--- src/rtl/uart_msg_tx.sv ---
// uart_msg_tx: streams a writable byte buffer into the UART tx_en/tx_rdy handshake,
// one-shot or repeating with an idle gap. Define UART_MSG_CRLF_EN to append CR/LF per pass.
module uart_msg_tx #(
  parameter int unsigned DEPTH      = 16,
  parameter int unsigned AW         = 4,
  parameter int unsigned GAP_W      = 26,
  parameter int unsigned GAP_CYCLES = 50000000
) (
  input  logic          clk,
  input  logic          rst,
  input  logic          start,
  input  logic          stop,
  input  logic          repeat_en,
  input  logic [AW:0]   msg_len,
  input  logic          wr_en,
  input  logic [AW-1:0] wr_addr,
  input  logic [7:0]    wr_data,
  input  logic          tx_rdy,
  output logic          tx_en,
  output logic [7:0]    tx_data,
  output logic          busy,
  output logic          done,
  output logic [15:0]   byte_cnt
);

  localparam int unsigned LW = AW + 1;
`ifdef UART_MSG_CRLF_EN
  localparam int unsigned TermBytes = 2;
`else
  localparam int unsigned TermBytes = 0;
`endif

  typedef enum logic [2:0] {StIdle, StSend, StAck, StEnd, StGap} state_e;

  state_e           state_q, state_d;
  logic [7:0]       buf_q [DEPTH];
  logic [LW-1:0]    len_q, len_d, idx_q, idx_d;
  logic [LW-1:0]    last_idx, len_clamped;
  logic [GAP_W-1:0] gap_q, gap_d;
  logic             stop_seen_q, stop_seen_d;
  logic             tx_en_q, tx_en_d;
  logic [7:0]       tx_data_q, tx_data_d, cur_byte;
  logic [15:0]      cnt_q, cnt_d;

  // Buffer is deliberately not reset; a same-cycle write is seen by the next read only.
  always_ff @(posedge clk) begin
    if (wr_en) buf_q[wr_addr] <= wr_data;
  end

  assign len_clamped = (msg_len > LW'(DEPTH)) ? LW'(DEPTH) : msg_len;
  assign last_idx    = len_q + LW'(TermBytes) - LW'(1);

`ifdef UART_MSG_CRLF_EN
  always_comb begin
    if (idx_q < len_q)       cur_byte = buf_q[idx_q[AW-1:0]];
    else if (idx_q == len_q) cur_byte = 8'h0D;
    else                     cur_byte = 8'h0A;
  end
`else
  assign cur_byte = buf_q[idx_q[AW-1:0]];
`endif

  always_comb begin
    state_d     = state_q;
    len_d       = len_q;
    idx_d       = idx_q;
    gap_d       = gap_q;
    stop_seen_d = stop_seen_q;
    tx_en_d     = tx_en_q;
    tx_data_d   = tx_data_q;
    cnt_d       = cnt_q;
    case (state_q)
      StIdle: begin
        if (start && (msg_len != '0)) begin
          len_d       = len_clamped;
          idx_d       = '0;
          stop_seen_d = 1'b0;
          state_d     = StSend;
        end
      end
      StSend: begin
        if (stop) begin
          state_d = StIdle;
        end else if (tx_rdy) begin
          tx_en_d   = 1'b1;
          tx_data_d = cur_byte;
          cnt_d     = cnt_q + 16'd1;
          state_d   = StAck;
        end
      end
      StAck: begin
        // A stop here only takes effect once the UART has acknowledged the byte.
        if (stop) stop_seen_d = 1'b1;
        if (!tx_rdy) begin
          tx_en_d = 1'b0;
          if (stop || stop_seen_q) begin
            stop_seen_d = 1'b0;
            state_d     = StIdle;
          end else if (idx_q == last_idx) begin
            state_d = StEnd;
          end else begin
            idx_d   = idx_q + LW'(1);
            state_d = StSend;
          end
        end
      end
      StEnd: begin
        if (repeat_en) begin
          gap_d   = '0;
          state_d = StGap;
        end else begin
          state_d = StIdle;
        end
      end
      StGap: begin
        if (stop) begin
          state_d = StIdle;
        end else if (gap_q == GAP_W'(GAP_CYCLES - 1)) begin
          idx_d   = '0;
          state_d = StSend;
        end else begin
          gap_d = gap_q + GAP_W'(1);
        end
      end
      default: state_d = StIdle;
    endcase
  end

  always_ff @(posedge clk or posedge rst) begin
    if (rst) begin
      state_q     <= StIdle;
      len_q       <= '0;
      idx_q       <= '0;
      gap_q       <= '0;
      stop_seen_q <= 1'b0;
      tx_en_q     <= 1'b0;
      tx_data_q   <= '0;
      cnt_q       <= '0;
    end else begin
      state_q     <= state_d;
      len_q       <= len_d;
      idx_q       <= idx_d;
      gap_q       <= gap_d;
      stop_seen_q <= stop_seen_d;
      tx_en_q     <= tx_en_d;
      tx_data_q   <= tx_data_d;
      cnt_q       <= cnt_d;
    end
  end

  assign tx_en    = tx_en_q;
  assign tx_data  = tx_data_q;
  assign busy     = (state_q != StIdle);
  assign done     = (state_q == StEnd);
  assign byte_cnt = cnt_q;

endmodule

--- config.mk ---
export PLATFORM = sky130hd
export DESIGN_NAME = uart_msg_tx
export DESIGN_NICKNAME = d
export VERILOG_FILES = /design/src/rtl/uart_msg_tx.sv
export SDC_FILE = /design/constraint.sdc
export NUM_CORES = 1
export LEC_CHECK = 0
export CORE_MARGIN = 5
export CORE_UTILIZATION = 24
export DETAILED_ROUTE_END_ITERATION = 10
export PLACE_DENSITY = 0.49
export RECOVER_POWER = 25
export SYNTH_ARGS = -nofsm -noshare
export SYNTH_HDL_FRONTEND = slang
export SYNTH_SLANG_ARGS = --single-unit
--- constraint.sdc ---
create_clock -name clk -period 6.6 [get_ports clk]
set_input_delay 1.98 -clock clk [delete_from_list [all_inputs] [get_ports clk]]
set_output_delay 1.98 -clock clk [all_outputs]
set_load 0.01 [all_outputs]
==> summary.txt, run 1 <==
Clocking
  • H-tree Lvls: 4
  • Clk root buf: clkbuf_16
  • Post-cts sizing count: 0
  • Sink Count: 193
  • CTS Hold Bufs: 0
  • CTS tree: done
  • Clk buf depth: 2
  • Post-CTS setup repair buffer count: 0
  • Clock latency on the worst-skew pair: 0.43 ns
  • TritonCTS Buffers: 17
  • CTS clk-pin slew, worst paths: 0.07 ns

Die
  • Rows: 69
  • Core area: 35300 µm²
  • Die X: 198 µm
  • Initial Utilization: 24.1%
  • Top Ports: 51
  • Total die area: 39300 µm²
  • DIE HEIGHT: 198 µm

Power and ir drop
  • Sw frac: 29.2%
  • Comb power frac: 23.8%
  • NetSw: 958 µW
  • Sequential share of power: 46.2%
  • Internal power: 2.33 mW
  • Tot Pwr: 3.28 mW
  • Clk pwr share: 30.0%
  • PwrDens: 326 nW/µm²
  • Worst VDD drop: 0.191 mV
  • Lkg Pwr: 3.36 nW

STA
  • Worst Skew: 0.00647 ns
  • F_max: 0.239 GHz
  • Max-slew violation count: 0
  • Final Cycle Share: 63.4%
  • RSZ-0062 raised after global routing: no
  • Max_slew headroom: 11.8%
  • Fin crit period: 4.18 ns
  • Fin Setup TNS: 0 ns
  • Final setup margin: 2.42 ns
  • Final Setup Violations: 0
  • Slew @ Worst Pin: 1.32 ns
  • Final hold vios: 0

Placed design
  • I/O Buffers: 50
  • Placed cell area: 9530 µm²
  • Post-place setup slack: 1.96 ns
  • Hpwl dp: 12800 µm
  • Placer Congestion: 0.725

Drt
  • Vias: 4977
  • Iter 0 DRT Violations: 336
  • WL/cell: 17.2 µm
  • DRT Pass-1 Iters: 4
  • Total wire length: 18900 µm
  • # DRC: 0
  • Remaining antenna violation count after routing: 0
  • Vias/cell: 4.53

Yosys
  • YS warnings: 0
  • Async S/R FF share, synth: 33.7%
  • Synthesized area per cell: 14.8 µm²
  • Synth Flop Type: edfxtp_1
  • Number of synthesized flops with an enable pin: 128
  • Syn Inst Count: 575
  • Syn_nets: 603
  • Number of distinct library cells after synthesis: 61
  • Post-Syn Area: 8510 µm²
  • Yosys reg bits: 193
  • Seq/Total Area, Yosys: 64.3%

Global routing
  • Largest net degree at the start of global routing: 39
  • Global-route wire length before repair: 30100 µm
  • Initial antenna violation count: 0
  • Total track usage: 9.97%
  • Vias in the first global route: 5112
  • Congestion Overflow GR: 0

Critical path
  • Crit path kind: reg -> out
  • Crit Path Max Fanout: 19
  • Startpoint Class: register
  • Crit path arrival time: 2.20 ns
  • WP data required: 4.62 ns
  • CP Capture Type: primary output

Layout
  • Layout Nets: 652
  • Most frequent cells in the layout: edfxtp_1, dfrtp_1, clkdlybuf4s50_1
  • N_diodes: 0
  • Multi-input gate area: 2870 µm²
  • FILL cells: 3563
  • Design area: 10100 µm²
  • P&R area growth vs syn: 18.3%
  • Share of layout cells above drive strength 1: 16.8%
  • Commonest non-fill, non-tap cell in the layout: edfxtp_1
  • Sequential Area: 5470 µm²

Outcome
  • Status: finished clean

Hold path
  • HP Class: reg -> reg

Job
  • Max-cap viol count: 0
[power by group through the flow]
stage / Clock (mW) / Sequential, mW / Combinational [mW]
6_report: 0.986 / 1.52 / 0.780
5_1_grt: 1.07 / 1.54 / 0.857
4_1_cts: 1.01 / 1.52 / 0.797
3_5_place_dp: 0 / 1.55 / 0.794
3_3_place_gp: 0 / 1.55 / 0.791
2_1_floorplan: 0 / 1.49 / 0.552
[per-layer routing]
metal	global-route usage [%]	wire [µm]	vias up
li1	-	-	2339
met1	14.1	9110	2527
met2	15.6	8900	99
met3	2.30	707	12
met4	2.50	158	0
met5	0	0	-
[sequential cells by signal (all words and copies together), names as in the netlist]
signal       count
idx_q            5
stop_seen_q      1
len_q            5
tx_en            1
state_q          3
tx_data          8
buf_q          128
gap_q           26
byte_cnt        16
[cells in the mapped netlist (5+ instances only)]
master    instances  area share, %
edfxtp_1        128             45
dfrtp_1          65             19
nand2_1          42            1.9
mux4_2           40             11
nor2_1           30            1.3
nand3_1          23            1.4
xnor2_1          23            2.4
clkbuf_1         22           0.97
o21ai_0          15           0.88
nor3_1           14           0.82
inv_1            12           0.53
nand4_1          12           0.88
mux2_2           11            1.5
or2_2            11           0.81
or4_1            10           0.88
o211ai_1          9           0.79
mux2i_1           8           0.94
nand2b_1          8           0.59
a31oi_1           6           0.44
a211oi_1          5           0.44
a21oi_1           5           0.29
nand3b_1          5           0.44
nor4_1            5           0.37
[cell families (layout without fill, tap and decap cells)]
family / Yosys count / in the layout / share of synthesized area (%)
DFF: 193 / 193 / 64.3
and+or+nand+nor: 185 / 185 / 11.6
AOI/OAI and AO/OA: 67 / 67 / 5.78
muxes: 59 / 59 / 13.0
buffers and inverters: 40 / 102 / 2.04
xor gates and xnor gates: 27 / 27 / 2.78
adders and majority gates: 4 / 4 / 0.588
[worst max-delay path, stage by stage (launching register included)]
cell             delay (ns)
dfrtp_1                0.70
nand2_1                0.39
inv_1                  0.14
clkdlybuf4s50_1        0.54
[layout make-up]
cell class | count | area share, %
Sequential cell | 193 | 54.3
Multi-Input combinational cell | 342 | 28.5
Tap cell | 461 | 5.73
Timing Repair Buffer | 58 | 5.56
Clock buffer | 21 | 4.37
Clock inverter | 11 | 1.04
Inverter | 12 | 0.447
[worst paths after layout]
path                                end  cells after the start    startpoint  slack, ns
setup reg to reg             state_q[1]                      5     gap_q[10]       3.75
max in group asynchronous   byte_cnt[8]                      3           rst       3.09
min in group asynchronous     gap_q[21]                      2           rst       2.35
setup / recovery                   done                      3    state_q[0]       2.42
hold / removal             byte_cnt[15]                      1  byte_cnt[15]       0.48
hold reg to reg            byte_cnt[15]                      1  byte_cnt[15]       0.48
[metrics by stage]
stage	utilization [%]	std cells	hold WS (ns)
4_1_cts	28.5	1098	0.487
5_1_grt	28.5	1098	0.510
3_3_place_gp	27.0	1066	0.475
3_5_place_dp	27.0	1066	0.473
6_report	28.5	1098	0.478
2_1_floorplan	-	575	0.467
No activity file was read; power rests on OpenSTA's default activity.
==> run 2: changes to the inputs <==
- PLACE_DENSITY: 0.49 -> 0.5
- clock period: 6.6 -> 3.35 ns (I/O delays scaled with it)
==> run 2 against run 1 <==
  * Sequential cell count stayed put
  * Final cell count is 2.7% higher
  * Power is 97% higher
  * Global-route usage is 0.10 points lower
  * Clock power is 93% higher
  * First-iteration DRC count is 5.7% higher
  * Cell area is 2.4% higher
  * Sequential power is 95% higher
  * Critical path type unchanged
  * Critical endpoint is now busy
  * Highest routed layer unchanged
==> summary.txt, run 2 (synthesized netlist as in run 1, its figures left out) <==
STA
  • Final hold vios: 0 (unchanged)
  • Max_slew headroom: 24.3% (+12 points)
  • Fin crit period: 2.99 ns
  • Max-slew violation count: 0 (unchanged)
  • Final setup margin: 0.358 ns (-2.06 ns)
  • F_max: 0.334 GHz
  • Final Setup Violations: 0 (unchanged)
  • RSZ-0062 raised after global routing: no
  • Final Cycle Share: 89.3%
  • Fin Setup TNS: 0 ns (unchanged)
  • Slew @ Worst Pin: 1.13 ns (-0.187 ns)
  • Worst Skew: 0.00934 ns (+0.00286 ns)

Die
  • Total die area: 39300 µm² (unchanged)
  • DIE HEIGHT: 198 µm (unchanged)
  • Core area: 35300 µm² (unchanged)
  • Top Ports: 51 (unchanged)
  • Die X: 198 µm (unchanged)
  • Initial Utilization: 24.1% (unchanged)
  • Rows: 69 (unchanged)

Global routing
  • Initial antenna violation count: 0 (unchanged)
  • Congestion Overflow GR: 0 (unchanged)
  • Routing usage on met3: 3.08% (+0.78 points)
  • Vias in the first global route: 5068 (-0.86%)
  • Global-route wire length before repair: 29900 µm (-0.57%)
  • Total track usage: 9.87% (-0.10 points)
  • Met1 Use GR: 13.8% (-0.27 points)
  • Gr busiest metal: met2
  • Grt met2 use: 15.0% (-0.62 points)
  • Largest net degree at the start of global routing: 39 (unchanged)

Power and ir drop
  • Lkg Pwr: 3.53 nW (+4.8%)
  • Worst VDD drop: 0.363 mV (+90%)
  • PwrDens: 628 nW/µm² (+93%)

Layout
  • FILL cells: 3524 (-1.1%)
  • N_diodes: 0 (unchanged)
  • Number of flip-flops in the largest register: 128 (unchanged)
  • Largest reg by FF count: buf_q
  • Layout Nets: 682 (+4.6%)
  • Share of layout cells above drive strength 1: 20.5% (+3.7 points)
  • Most frequent cells in the layout: edfxtp_1, dfrtp_1, nand2_1, clkdlybuf4s50_1, mux4_2
  • Commonest non-fill, non-tap cell in the layout: edfxtp_1
  • P&R area growth vs syn: 21.1%

Clocking
  • H-tree Lvls: 4 (unchanged)
  • Clock latency on the worst-skew pair: 0.43 ns (about the same)
  • TritonCTS Buffers: 17 (unchanged)
  • Post-CTS setup repair buffer count: 0 (unchanged)
  • CTS tree: done
  • Post-cts sizing count: 0 (unchanged)
  • Clk buf depth: 2 (unchanged)
  • Sink Count: 193 (unchanged)
  • Clk root buf: clkbuf_16
  • CTS Hold Bufs: 0 (unchanged)
  • CTS clk-pin slew, worst paths: 0.07 ns (about the same)

Hold path
  • HP Class: reg -> reg

Drt
  • # DRC: 0 (unchanged)
  • DRT Pass-1 Iters: 4 (unchanged)
  • Vias: 5060 (+1.7%)
  • Total wire length: 18800 µm (-0.57%)
  • Vias/cell: 4.49 (-1.0%)
  • Iter 0 DRT Violations: 355 (+5.7%)
  • Remaining antenna violation count after routing: 0 (unchanged)
  • WL/cell: 16.6 µm (-3.2%)

Placed design
  • Placer Congestion: 0.785 (+8.2%)
  • Hpwl dp: 13200 µm (+3.5%)
  • I/O Buffers: 50 (unchanged)
  • Post-place setup slack: 0.326 ns (-1.63 ns)

Critical path
  • Crit-path leading delay family: flip-flops
  • CP Capture Type: primary output
  • Worst reg-to-reg setup slack: 0.56 ns (-3.19 ns)
  • CP max-delay cell: dfrtp_1
  • Crit path arrival time: 1.99 ns (-0.21 ns)
  • Max stage delay on crit path: 0.54 ns (-0.16 ns)
  • Worst path buffer plus inverter count: 1 (-1)
  • WP data required: 2.34 ns (-2.28 ns)
  • Crit Path Max Fanout: 13 (-6)
  • Crit-path cells: or3_1 -> clkdlybuf4s50_1
  • Crit path kind: reg -> out
  • Startpoint Class: register

Outcome
  • Status: finished clean

Job
  • Max-cap viol count: 0 (unchanged)
run 2: metrics by stage:
stage               power [mW]  instances  utilization (%)  hold slack (ns)  cell area (µm²)
floorplan                 4.03        575                -            0.467             8510
global placement          4.65       1096             27.7            0.465             9770
detailed placement        4.67       1096             27.7            0.472             9770
CTS                       6.59       1128             29.2            0.482            10300
global route              6.86       1128             29.2            0.502            10300
finish                    6.48       1128             29.2            0.474            10300
run 2: per-layer routing:
| layer | vias up | part of all wire [%] |
|---|---|---|
| met2 | 111 | 46 |
| met5 | - | 0 |
| li1 | 2389 | - |
| met4 | 0 | 0.82 |
| met3 | 10 | 5.3 |
| met1 | 2550 | 47 |
run 2: where the power goes:
group | total, mW | switching, mW | internal [mW]
sequential | 2.97 | 0.232 | 2.74
combinational | 1.61 | 0.759 | 0.852
clock | 1.90 | 0.924 | 0.971
run 2: path summary, 6_finish.rpt:
check,start,end,cells past startpoint
max,state_q[0],busy,2
min in group asynchronous,rst,byte_cnt[10],2
max reg2reg,gap_q[11],gap_q[1],6
max in group asynchronous,rst,byte_cnt[3],3
min,byte_cnt[15],byte_cnt[15],1
min reg2reg,byte_cnt[15],byte_cnt[15],1
run 2: final cells by class:
type                            count  area, µm²  area share [%]
Clock inverter                     12        104            1.01
Sequential cell                   193       5470            53.1
Multi-Input combinational cell    342       2870            27.8
Timing Repair Buffer               88        811            7.86
Tap cell                          461        577            5.59
Clock buffer                       20        437            4.23
Inverter                           12       45.0           0.437
==> run 3: changes to the inputs <==
- CORE_ASPECT_RATIO: unset -> 0.5
- CORE_UTILIZATION: 24 -> 51
- PLACE_DENSITY: 0.5 -> 0.8
- clock period: 3.35 -> 3 ns (I/O delays scaled with it)
==> run 3 against run 2 <==
  * Utilization up 33 points
  * Critical path depth increased by 1
  * Worst setup slack lost 0.19 ns
  * Clock skew is 0.0030 ns higher
  * Sequential cell count stayed put
  * Sequential power up 11%
  * Die area fell by 50%
  * Combinational power is 14% higher
  * Count of clock-buffer cells in the layout decreased by 3
  * Via count up 7.0%
  * Clock power grew 25%
  * Critical endpoint unchanged
==> summary.txt, run 3 (synthesized netlist as in run 1, its figures left out) <==
Clocking
  • CTS Hold Bufs: 0 (unchanged)
  • Clk root buf: clkbuf_16
  • CTS clk-pin slew, worst paths: 0.08 ns (about the same)
  • CTS tree: done
  • TritonCTS Buffers: 17 (unchanged)
  • Clock latency on the worst-skew pair: 0.44 ns (about the same)
  • Post-CTS setup repair buffer count: 0 (unchanged)
  • Post-cts sizing count: 0 (unchanged)
  • H-tree Lvls: 4 (unchanged)
  • Clk buf depth: 2 (unchanged)
  • Sink Count: 193 (unchanged)

Outcome
  • Status: finished clean

Die
  • Top Ports: 51 (unchanged)
  • Core area: 16400 µm² (-54%)
  • Initial Utilization: 51.9% (+28 points)
  • DIE HEIGHT: 101 µm (-49%)
  • Total die area: 19500 µm² (-50%)
  • Die X: 193 µm (-2.8%)
  • Rows: 33 (-52%)

Global routing
  • Congestion Overflow GR: 0 (unchanged)
  • Vias in the first global route: 5586 (+10%)
  • Initial antenna violation count: 1 (+1)
  • Global-route wire length before repair: 31100 µm (+3.8%)
  • Largest net degree at the start of global routing: 39 (unchanged)
  • Total track usage: 20.9% (+11 points)

Critical path
  • Crit path kind: reg -> out
  • Crit path arrival time: 1.93 ns (-0.06 ns)
  • CP Capture Type: primary output
  • Startpoint Class: register
  • Worst reg2reg path depth: 6 (unchanged)
  • Crit Path Max Fanout: 9 (-4)
  • WP data required: 2.10 ns (-0.24 ns)

STA
  • Worst Skew: 0.0123 ns (+0.00299 ns)
  • Fin Setup TNS: 0 ns (unchanged)
  • Slew @ Worst Pin: 1.30 ns (+0.162 ns)
  • Final hold vios: 0 (unchanged)
  • Final setup margin: 0.167 ns (-0.190 ns)
  • Final Setup Violations: 0 (unchanged)
  • Max-slew violation count: 0 (unchanged)
  • Fin crit period: 2.83 ns
  • F_max: 0.353 GHz
  • Max_slew headroom: 13.6% (-11 points)
  • RSZ-0062 raised after global routing: no
  • Final Cycle Share: 94.4%

Layout
  • Largest reg by FF count: buf_q
  • N_diodes: 0 (unchanged)
  • Commonest non-fill, non-tap cell in the layout: edfxtp_1
  • Share of layout cells above drive strength 1: 21.5% (+0.95 points)
  • Fin util: 61.8% (+33 points)
  • P&R area growth vs syn: 18.9%
  • Layout Nets: 685 (+0.44%)
  • Number of flip-flops in the largest register: 128 (unchanged)
  • Most frequent cells in the layout: edfxtp_1, dfrtp_1, clkdlybuf4s50_1

Placed design
  • Post-place setup slack: 0.159 ns (-0.168 ns)
  • Hpwl dp: 12100 µm (-8.3%)
  • Placer Congestion: 0.902 (+15%)
  • I/O Buffers: 50 (unchanged)

Power and ir drop
  • PwrDens: 740 nW/µm² (+18%)
  • Clk pwr share: 31.8% (+2.6 points)
  • Comb power frac: 24.4% (-0.5 points)
  • Lkg Pwr: 3.58 nW (+1.5%)
  • NetSw: 2.32 mW (+21%)
  • Sequential share of power: 43.9% (-2.0 points)
  • Tot Pwr: 7.50 mW (+16%)
  • Internal power: 5.18 mW (+13%)
  • Sw frac: 30.9% (+1.3 points)
  • Worst VDD drop: 0.380 mV (+4.6%)

Hold path
  • Hold Crit Depth: 1 (unchanged)
  • HP Class: reg -> reg

Drt
  • Vias/cell: 6.03 (+35%)
  • Remaining antenna violation count after routing: 0 (unchanged)
  • # DRC: 0 (unchanged)
  • Vias: 5413 (+7.0%)
  • DRT Pass-1 Iters: 5 (+1)
  • Total wire length: 19000 µm (+1.4%)
  • WL/cell: 21.2 µm (+27%)
  • Iter 0 DRT Violations: 592 (+67%)

Job
  • Max-cap viol count: 0 (unchanged)
[run 3: changes by cell type in the layout (fill, tap and decap cells not counted), sizes merged]
cell | previous run | this run
clkinvlp | 2 | 0
dlygate4sd3 | 8 | 5
buf | 38 | 39
clkdlybuf4s50 | 42 | 45
inv | 17 | 20
clkinv | 5 | 7
clkbuf | 20 | 19
[run 3: through the flow]
stage / hold WS (ns) / instance area [µm²] / instances
floorplan: 0.467 / 8510 / 575
global placement: 0.482 / 9490 / 865
finish: 0.492 / 10100 / 897
CTS: 0.494 / 10100 / 897
detailed placement: 0.484 / 9490 / 865
global route: 0.524 / 10100 / 897
[run 3: final cells by class]
| cell class | count | area (µm²) |
|---|---|---|
| clock buffer | 17 | 425 |
| clock inverter | 15 | 215 |
| timing repair buffer | 91 | 815 |
| fill | 1153 | 6270 |
| sequential | 193 | 5470 |
| inverter | 12 | 45.0 |
| tap | 227 | 284 |
| multi-input combinational | 342 | 2870 |
[run 3: final timing paths]
| check | from | to | slack, ns |
|---|---|---|---|
| min in group asynchronous | rst | tx_data[7] | 0.96 |
| hold reg to reg | byte_cnt[15] | byte_cnt[15] | 0.49 |
| hold / removal | byte_cnt[15] | byte_cnt[15] | 0.49 |
| max in group asynchronous | rst | byte_cnt[1] | 0.45 |
| setup / recovery | state_q[2] | busy | 0.17 |
| setup reg to reg | gap_q[18] | gap_q[1] | 0.23 |
[run 3: per-layer routing]
| layer | wire length, µm | track usage [%] | part of all wire (%) |
|---|---|---|---|
| met3 | 1320 | 4.55 | 7.0 |
| met2 | 9490 | 35.8 | 50 |
| met1 | 7900 | 27.5 | 42 |
| met5 | 13 | 0 | 0.068 |
| met4 | 301 | 6.08 | 1.6 |
[run 3: power groups by stage]
stage	clock [mW]	combinational, mW	sequential [mW]
2_1_floorplan	0	1.21	3.29
3_3_place_gp	0	1.76	3.32
3_5_place_dp	0	1.81	3.33
4_1_cts	2.41	1.85	3.28
5_1_grt	2.54	2.00	3.32
6_report	2.38	1.83	3.29
[run 3: worst max-delay path, stage by stage, from the launching register on]
cell and delay (ns):
dfrtp_1 0.47, buf_4 0.20, or3_1 0.34, clkdlybuf4s50_1 0.49
